<file path="src/rtl/uart_tx_if.sv">
// Handshake and serial-line signals of the UART transmitter.
// master drives the request and tick side; slave is the transmitter itself.
interface uart_tx_if #(
  parameter int NB_DATA = 8
) ();
  logic               i_tick;
  logic               i_start;
  logic [NB_DATA-1:0] i_data;
  logic               o_tx;
  logic               o_txdone;
  logic               o_busy;

  modport master (
    output i_tick, i_start, i_data,
    input  o_tx, o_txdone, o_busy
  );

  modport slave (
    input  i_tick, i_start, i_data,
    output o_tx, o_txdone, o_busy
  );
endinterface

</file>
<file path="src/rtl/uart_tx.sv">
// UART transmitter: 16x oversampled tick, LSB first, registered line output.
// Define UART_TX_PARITY_EN to insert an even-parity bit between data and stop.
module uart_tx #(
  parameter int NB_DATA = 8,
  parameter int NB_STOP = 16
) (
  input  logic      clk,
  input  logic      i_rst_n,
  uart_tx_if.slave  bus
);

  localparam logic [3:0] BIT_LAST  = 4'(NB_DATA - 1);
  localparam logic [3:0] STOP_LAST = 4'(NB_STOP - 1);

`ifdef UART_TX_PARITY_EN
  typedef enum logic [2:0] {
    IDLE   = 3'd0,
    START  = 3'd1,
    DATA   = 3'd2,
    STOP   = 3'd3,
    PARITY = 3'd4
  } state_t;
`else
  typedef enum logic [1:0] {
    IDLE  = 2'd0,
    START = 2'd1,
    DATA  = 2'd2,
    STOP  = 2'd3
  } state_t;
`endif

  state_t             state, state_nxt;
  logic [3:0]         tick_cnt, tick_nxt;
  logic [3:0]         bit_cnt, bit_nxt;
  logic [NB_DATA-1:0] sh, sh_nxt;
  logic               tx, tx_nxt;
  logic               done, done_nxt;
`ifdef UART_TX_PARITY_EN
  logic               par, par_nxt;
`endif

  always_ff @(posedge clk or negedge i_rst_n) begin
    if (!i_rst_n) begin
      state    <= IDLE;
      tick_cnt <= '0;
      bit_cnt  <= '0;
      sh       <= '0;
      tx       <= 1'b1;
      done     <= 1'b0;
`ifdef UART_TX_PARITY_EN
      par      <= 1'b0;
`endif
    end else begin
      state    <= state_nxt;
      tick_cnt <= tick_nxt;
      bit_cnt  <= bit_nxt;
      sh       <= sh_nxt;
      tx       <= tx_nxt;
      done     <= done_nxt;
`ifdef UART_TX_PARITY_EN
      par      <= par_nxt;
`endif
    end
  end

  always_comb begin
    state_nxt = state;
    tick_nxt  = tick_cnt;
    bit_nxt   = bit_cnt;
    sh_nxt    = sh;
    done_nxt  = 1'b0;
`ifdef UART_TX_PARITY_EN
    par_nxt   = par;
`endif
    case (state)
      IDLE: begin
        if (bus.i_start) begin
          sh_nxt    = bus.i_data;
          tick_nxt  = '0;
          state_nxt = START;
`ifdef UART_TX_PARITY_EN
          par_nxt   = ^bus.i_data;
`endif
        end
      end
      START: begin
        if (bus.i_tick) begin
          if (tick_cnt == 4'd15) begin
            tick_nxt  = '0;
            bit_nxt   = '0;
            state_nxt = DATA;
          end else begin
            tick_nxt = tick_cnt + 4'd1;
          end
        end
      end
      DATA: begin
        if (bus.i_tick) begin
          if (tick_cnt == 4'd15) begin
            tick_nxt = '0;
            sh_nxt   = sh >> 1;
            if (bit_cnt == BIT_LAST) begin
`ifdef UART_TX_PARITY_EN
              state_nxt = PARITY;
`else
              state_nxt = STOP;
`endif
            end else begin
              bit_nxt = bit_cnt + 4'd1;
            end
          end else begin
            tick_nxt = tick_cnt + 4'd1;
          end
        end
      end
`ifdef UART_TX_PARITY_EN
      PARITY: begin
        if (bus.i_tick) begin
          if (tick_cnt == 4'd15) begin
            tick_nxt  = '0;
            state_nxt = STOP;
          end else begin
            tick_nxt = tick_cnt + 4'd1;
          end
        end
      end
`endif
      STOP: begin
        if (bus.i_tick) begin
          if (tick_cnt == STOP_LAST) begin
            tick_nxt  = '0;
            state_nxt = IDLE;
            done_nxt  = 1'b1;
          end else begin
            tick_nxt = tick_cnt + 4'd1;
          end
        end
      end
      default: begin
        state_nxt = IDLE;
        tick_nxt  = '0;
        bit_nxt   = '0;
      end
    endcase

    // Line level follows the state being entered so o_tx changes on the same edge.
    case (state_nxt)
      START:   tx_nxt = 1'b0;
      DATA:    tx_nxt = sh_nxt[0];
`ifdef UART_TX_PARITY_EN
      PARITY:  tx_nxt = par_nxt;
`endif
      default: tx_nxt = 1'b1;
    endcase
  end

  assign bus.o_tx     = tx;
  assign bus.o_txdone = done;
  assign bus.o_busy   = (state != IDLE);

endmodule
</file>
<file path="src/flat_wrapper.sv">
// flat-port wrapper written by rule: the top's interface ports become plain ports
module uart_tx_flat 
#(
  parameter int NB_DATA = 8,
  parameter int NB_STOP = 16
)
  (clk, i_rst_n, bus_i_tick, bus_i_start, bus_i_data, bus_o_tx, bus_o_txdone, bus_o_busy);
  uart_tx_if #(.NB_DATA(NB_DATA)) bus_i ();
  input  logic clk;
  input  logic i_rst_n;
  input wire logic [$bits(bus_i.i_tick)-1:0] bus_i_tick;
  input wire logic [$bits(bus_i.i_start)-1:0] bus_i_start;
  input wire logic [$bits(bus_i.i_data)-1:0] bus_i_data;
  output wire logic [$bits(bus_i.o_tx)-1:0] bus_o_tx;
  output wire logic [$bits(bus_i.o_txdone)-1:0] bus_o_txdone;
  output wire logic [$bits(bus_i.o_busy)-1:0] bus_o_busy;
  assign bus_i.i_tick = bus_i_tick;
  assign bus_i.i_start = bus_i_start;
  assign bus_i.i_data = bus_i_data;
  assign bus_o_tx = bus_i.o_tx;
  assign bus_o_txdone = bus_i.o_txdone;
  assign bus_o_busy = bus_i.o_busy;
  uart_tx #(.NB_DATA(NB_DATA), .NB_STOP(NB_STOP)) u_core (.clk(clk), .i_rst_n(i_rst_n), .bus(bus_i));
endmodule
</file>
<file path="config.mk">
export PLATFORM = sky130hd
export DESIGN_NAME = uart_tx_flat
export DESIGN_NICKNAME = d
export VERILOG_FILES = /design/src/rtl/uart_tx_if.sv /design/src/rtl/uart_tx.sv /design/src/flat_wrapper.sv
export SDC_FILE = /design/constraint.sdc
export NUM_CORES = 1
export LEC_CHECK = 0
export CAP_MARGIN = 30
export CORE_UTILIZATION = 56
export CTS_BUF_LIST = sky130_fd_sc_hd__clkbuf_4 sky130_fd_sc_hd__clkbuf_8
export CTS_CLUSTER_SIZE = 28
export DETAILED_ROUTE_END_ITERATION = 16
export GPL_ROUTABILITY_DRIVEN = 0
export PLACE_DENSITY = 0.81
export SYNTH_ARGS = -nofsm -noshare
export SYNTH_HDL_FRONTEND = slang
export SYNTH_SLANG_ARGS = --single-unit
</file>
<file path="constraint.sdc">
create_clock -name clk -period 1.6 [get_ports clk]
set_input_delay 0.32 -clock clk [delete_from_list [all_inputs] [get_ports clk]]
set_output_delay 0.32 -clock clk [all_outputs]
set_load 0.02 [all_outputs]
</file>
-- Yosys cells after proc, flatten, opt, wreduce, memory -nomap -nowiden
Cells that the tools add are included.
- reductions and logical operators: 8
- eq/ne operators: 14
- add/sub/neg operators: 2
- mux-type cells: 27
- operators with widths (cell ; count):
    $mux 4 ; 8
    $mux 8 ; 3
    $mux 2 ; 8
    $pmux 4 s2 ; 2
    $pmux 8 s2 ; 1
    $add 4x1->4 const B ; 2
    $ne 2x2->1 const B ; 4
    $pmux 2 s4 ; 1
    $eq 2x2->1 const B ; 3
    $ne 2x1->1 const B ; 3
    $reduce_and 6->1 ; 1
    $reduce_bool 2->1 ; 3
    $eq 2x1->1 const B ; 2
    $eq 4x3->1 const B ; 1
    $eq 4x4->1 const B ; 1
    $reduce_and 4->1 ; 1
    $mux 1 ; 3
    $reduce_or 3->1 ; 1
    $logic_not 2->1 ; 1
    $pmux 1 s2 ; 1
    $reduce_and 2->1 ; 1
- register bits after elaboration: 20
- input bits: 12

-- Depth between registers and ports, before layout
- word-level depth: 7
- gate-level depth with buffers: 6
- gate-level depth less buffers: 5

-- Least setup slack after synthesis
OpenSTA, ideal clock, no wires.
- path kind: register -> register
- from: reg u_core.tick_cnt[0]
- to: reg u_core.sh[1]
- cell stages (with the launch flop): 6
- path slack: 0.130 ns
- setup time: 0.126 ns
- arrival time: 1.344 ns
- path buffers: 1
- data required time: 1.474 ns
- path through: dfrtp_1 > ha_1 > and4_4 > buf_6 > and3_1 > a221o_1
- word-level cells in the longest chain between the ends: 3
- RTL lines (element ; RTL line ; RTL):
    from (decl) ; uart_tx.sv:33 ; logic [3:0] tick_cnt, tick_nxt;
    from (signal assigned) ; uart_tx.sv:55 ; tick_cnt <= tick_nxt;
    $eq 4x4->1 ; uart_tx.sv:99 ; if (tick_cnt == 4'd15) begin
    $ne 2x1->1 (no source line) ; n/a ;
    $reduce_and 4->1 (no source line) ; n/a ;
    to (signal assigned) ; uart_tx.sv:57 ; sh <= sh_nxt;
    to (decl) ; uart_tx.sv:35 ; logic [NB_DATA-1:0] sh, sh_nxt;
Every way passes these cells.
A chain may end at the register's enable or synchronous reset.

-- Worst setup path in the final report
- from: reg u_core.tick_cnt[1]
- to: reg u_core.sh[5]
The elaborated chain is that of the path after synthesis.

==> key figures <==
Global route
  • Global-route wire length before repair: approximately 3400 µm
  • Grt peak-use layer: met2
  • Met3 usage: around 2.7%
  • Largest net degree at the start of global routing: 21
  • Global route total overflow: 0
  • Met1 Use GR: roughly 28%
  • GRT Util Overall: 22.5%
  • Vias in the first global route: 808
  • GR Util met2: between 30% and 40%
  • Initial antenna violation count: 0

STA
  • RSZ-0062 raised after global routing: no
  • Min Tclk post-route: 1540 ps
  • Maximum clock frequency: approximately 650 MHz
  • Fin. Hold Viols: 0
  • Setup violators final: 0
  • Final worst-path cycle share: 96.1%
  • Max-slew violations: 0
  • Setup TNS: 0 ps
  • Skew final: a little under 5 ps
  • Worst Tran Pin Value: 402 ps
  • Max_slew headroom: about three quarters

CTS
  • Clock-pin slew of the registers on the worst-case setup and hold paths: 110 ps
  • Total CTS buffers: 3
  • Clk root buf: clkbuf_4
  • Worst skew pair latency: 300 ps
  • H-tree depth: 1
  • CTS sink cnt: 20
  • CTS Buffer Depth: 2
  • Post-CTS Hold Buffers: 0
  • CTS tree: done

Die
  • I/O pin cnt: 15
  • Die Ht: 46.1 µm
  • Starting Density: around three fifths
  • Area of the core: 1760 µm²
  • DIE WIDTH: around 46 µm
  • Row Count: 15
  • Full die area: approximately 2100 µm²

Synthesis
  • Most used DFF post-synth: dfrtp_1
  • Syn Inst Count: between 90 and 100
  • Ys async rst share: 100%
  • Post-synth net total: 108
  • Synth Warn #: 0
  • Seq cells post-synth: 20
  • Post-synth EDFFs: 0
  • Post-Synthesis Cell Area: around 1100 µm²
  • Main area contributors after synthesis: dfrtp_1 44%, a221o_1 5.5%, and3_1 4.0%
  • Register area share after synthesis: a little under half
  • Unique cell type count in the Yosys netlist: 42
  • Syn avg cell area: 11.6 µm²
  • Post-synth top area cell: dfrtp_1
  • Area share of the largest cell type after synthesis: 43.7%

Status
  • Status: complete, no violations

Worst setup path
  • CP Data Arrival Time: ~1700 ps
  • Worst setup SP type: flip-flop
  • CP max stage cell: dfrtp_1
  • CP Max Fanout: 7
  • FF-to-FF setup slack: about 63 ps
  • Worst reg2reg startpoint: u_core.tick_cnt[1]$_DFFE_PN0P_
  • R2r endpoint: u_core.sh[5]$_DFFE_PN0P_
  • Worst path cell trace: ha_4 > nand4_1 > mux2i_1 > nand2_2 > a221o_1
  • Worst Reg-to-Reg Cells: 5
  • Crit. End Element: flip-flop
  • Crit path kind: reg2reg
  • Worst path max stage delay: around 450 ps
  • WP data required: about 1800 ps

Power
  • Power Density: between 1000 and 1500 nW/µm²
  • Peak supply drop: between 0.9 and 1 mV
  • Leakage: around 0.62 nW
  • Power after layout: 1.71 mW

Placement
  • Port Buf Inserts: 14
  • DP HPWL: around 1700 µm
  • Area after DPL: about 1300 µm²
  • Placed instance count: 140

Finish
  • Final nets: around 140
  • Finished Cell Area: around 1400 µm²
  • Fin util: between 70% and 80%
  • Number of antenna diodes: 0
  • Share of cells above drive strength 1: roughly a quarter
  • Fin cells: roughly 150
  • Area Growth Syn to Fin: 25.3%

Routing
  • DR iter-0 viols: 23
  • Vias after detailed routing: about 900
  • DR WL/cell: around 16 µm
  • DR pass1 iterations: 4
  • Remaining DRCs: 0
  • Routed wire length: about 2300 µm
  • Post-DR vias/cell: between 5 and 6
  • Antenna Nets Post-Route: 0

Worst hold path
  • Path type of the worst min-delay path: in2async

Job
  • Max Cap Viol: 0
-- metal layers --
metal,part of all wire [%],vias to the layer above
met1,46,424
met2,48,26
met5,0,-
met4,1.6,0
li1,-,420
met3,3.8,5
-- cell families after synthesis --
logic type | share of synthesized area [%]
AO/OA/AOI/OAI | 25.2
XOR/XNOR | 0.806
adder cells (fa/ha/maj) | 2.30
buffers and inverters | 5.29
flip-flops | 46.1
multiplexers | 2.76
AND/OR/NAND/NOR | 17.5
-- flip-flops by register name, indices dropped and copies added (netlist names) --
name / count
u_core.sh: 8
u_core.bit_cnt: 4
u_core.tick_cnt: 4
u_core.state: 2
u_core.bus.o_tx: 1
u_core.bus.o_txdone: 1
-- worst max path at each step --
| stage | start | endpoint | cells past startpoint |
|---|---|---|---|
| final | u_core.tick_cnt[1]$_DFFE_PN0P_ | u_core.sh[5]$_DFFE_PN0P_ | 5 |
| after global placement | bus_i_tick | u_core.sh[1]$_DFFE_PN0P_ | 5 |
| after CTS | u_core.tick_cnt[1]$_DFFE_PN0P_ | u_core.sh[5]$_DFFE_PN0P_ | 5 |
| after global routing | u_core.tick_cnt[1]$_DFFE_PN0P_ | u_core.sh[5]$_DFFE_PN0P_ | 5 |
| after floorplan | u_core.tick_cnt[0]$_DFFE_PN0P_ | u_core.sh[1]$_DFFE_PN0P_ | 5 |
| after detailed placement | bus_i_tick | u_core.sh[2]$_DFFE_PN0P_ | 5 |
-- power by group --
part	internal, mW	switching [mW]
Sequential	0.672	0.113
Combinational	0.332	0.300
Clock	0.139	0.157
-- worst max-delay path, delay by kind of cell (launching register included) --
kind            cells  cell delay, ps
flops               1             450
compound gates      1             330
simple gates        2             260
mux                 1             200
fa+ha+maj           1             190
-- Yosys cell counts, types with 2 or more instances --
library cell	number
and3_1	7
ha_1	2
o21ai_0	3
a21oi_1	3
nand4_1	2
nor2_1	3
a221o_1	6
buf_6	3
a22o_2	2
a31oi_1	2
nand2_1	3
dfrtp_1	19
mux2i_1	3
o21a_1	2
a22o_1	3
inv_1	5
-- cells in the final DEF (no fill, tap or decap), types with 2 or more instances in the layout --
cell type	synthesis	layout
clkdlybuf4s50_1	0	11
dfrtp_1	19	19
and3_1	7	7
buf_4	0	13
o21a_1	2	2
a22o_1	3	3
mux2i_1	3	3
a22o_2	2	2
a31oi_1	2	2
nand4_1	2	2
o21ai_0	3	3
a21oi_1	3	3
clkbuf_4	0	3
nor2_1	3	3
nand2_1	3	3
a221o_1	6	6
inv_1	5	5
-- final cells by class --
cell class | instances | area [µm²]
timing repair buffer | 27 | 234
sequential | 20 | 502
inverter | 5 | 18.8
multi-input combinational | 65 | 541
tap | 25 | 31.3
clock buffer | 4 | 36.3
fill | 126 | 402
-- what timing repair did --
action                                  in CTS  in global routing
cloned                                       0                  0
endpoints found under the setup margin       8                 10
pin swaps                                    0                  0
resized for setup                            5                  3
setup buffers                                0                  2
-- per-stage QoR --
stage | hold slack (ps) | setup slack [ps]
after floorplan | 24.4 | 130
after global routing | 362 | 0.120
after global placement | 481 | -125
after detailed placement | 480 | -175
after CTS | 359 | 13.0
final | 345 | 63.1
Note: power is estimated with default switching activity, not from simulation.
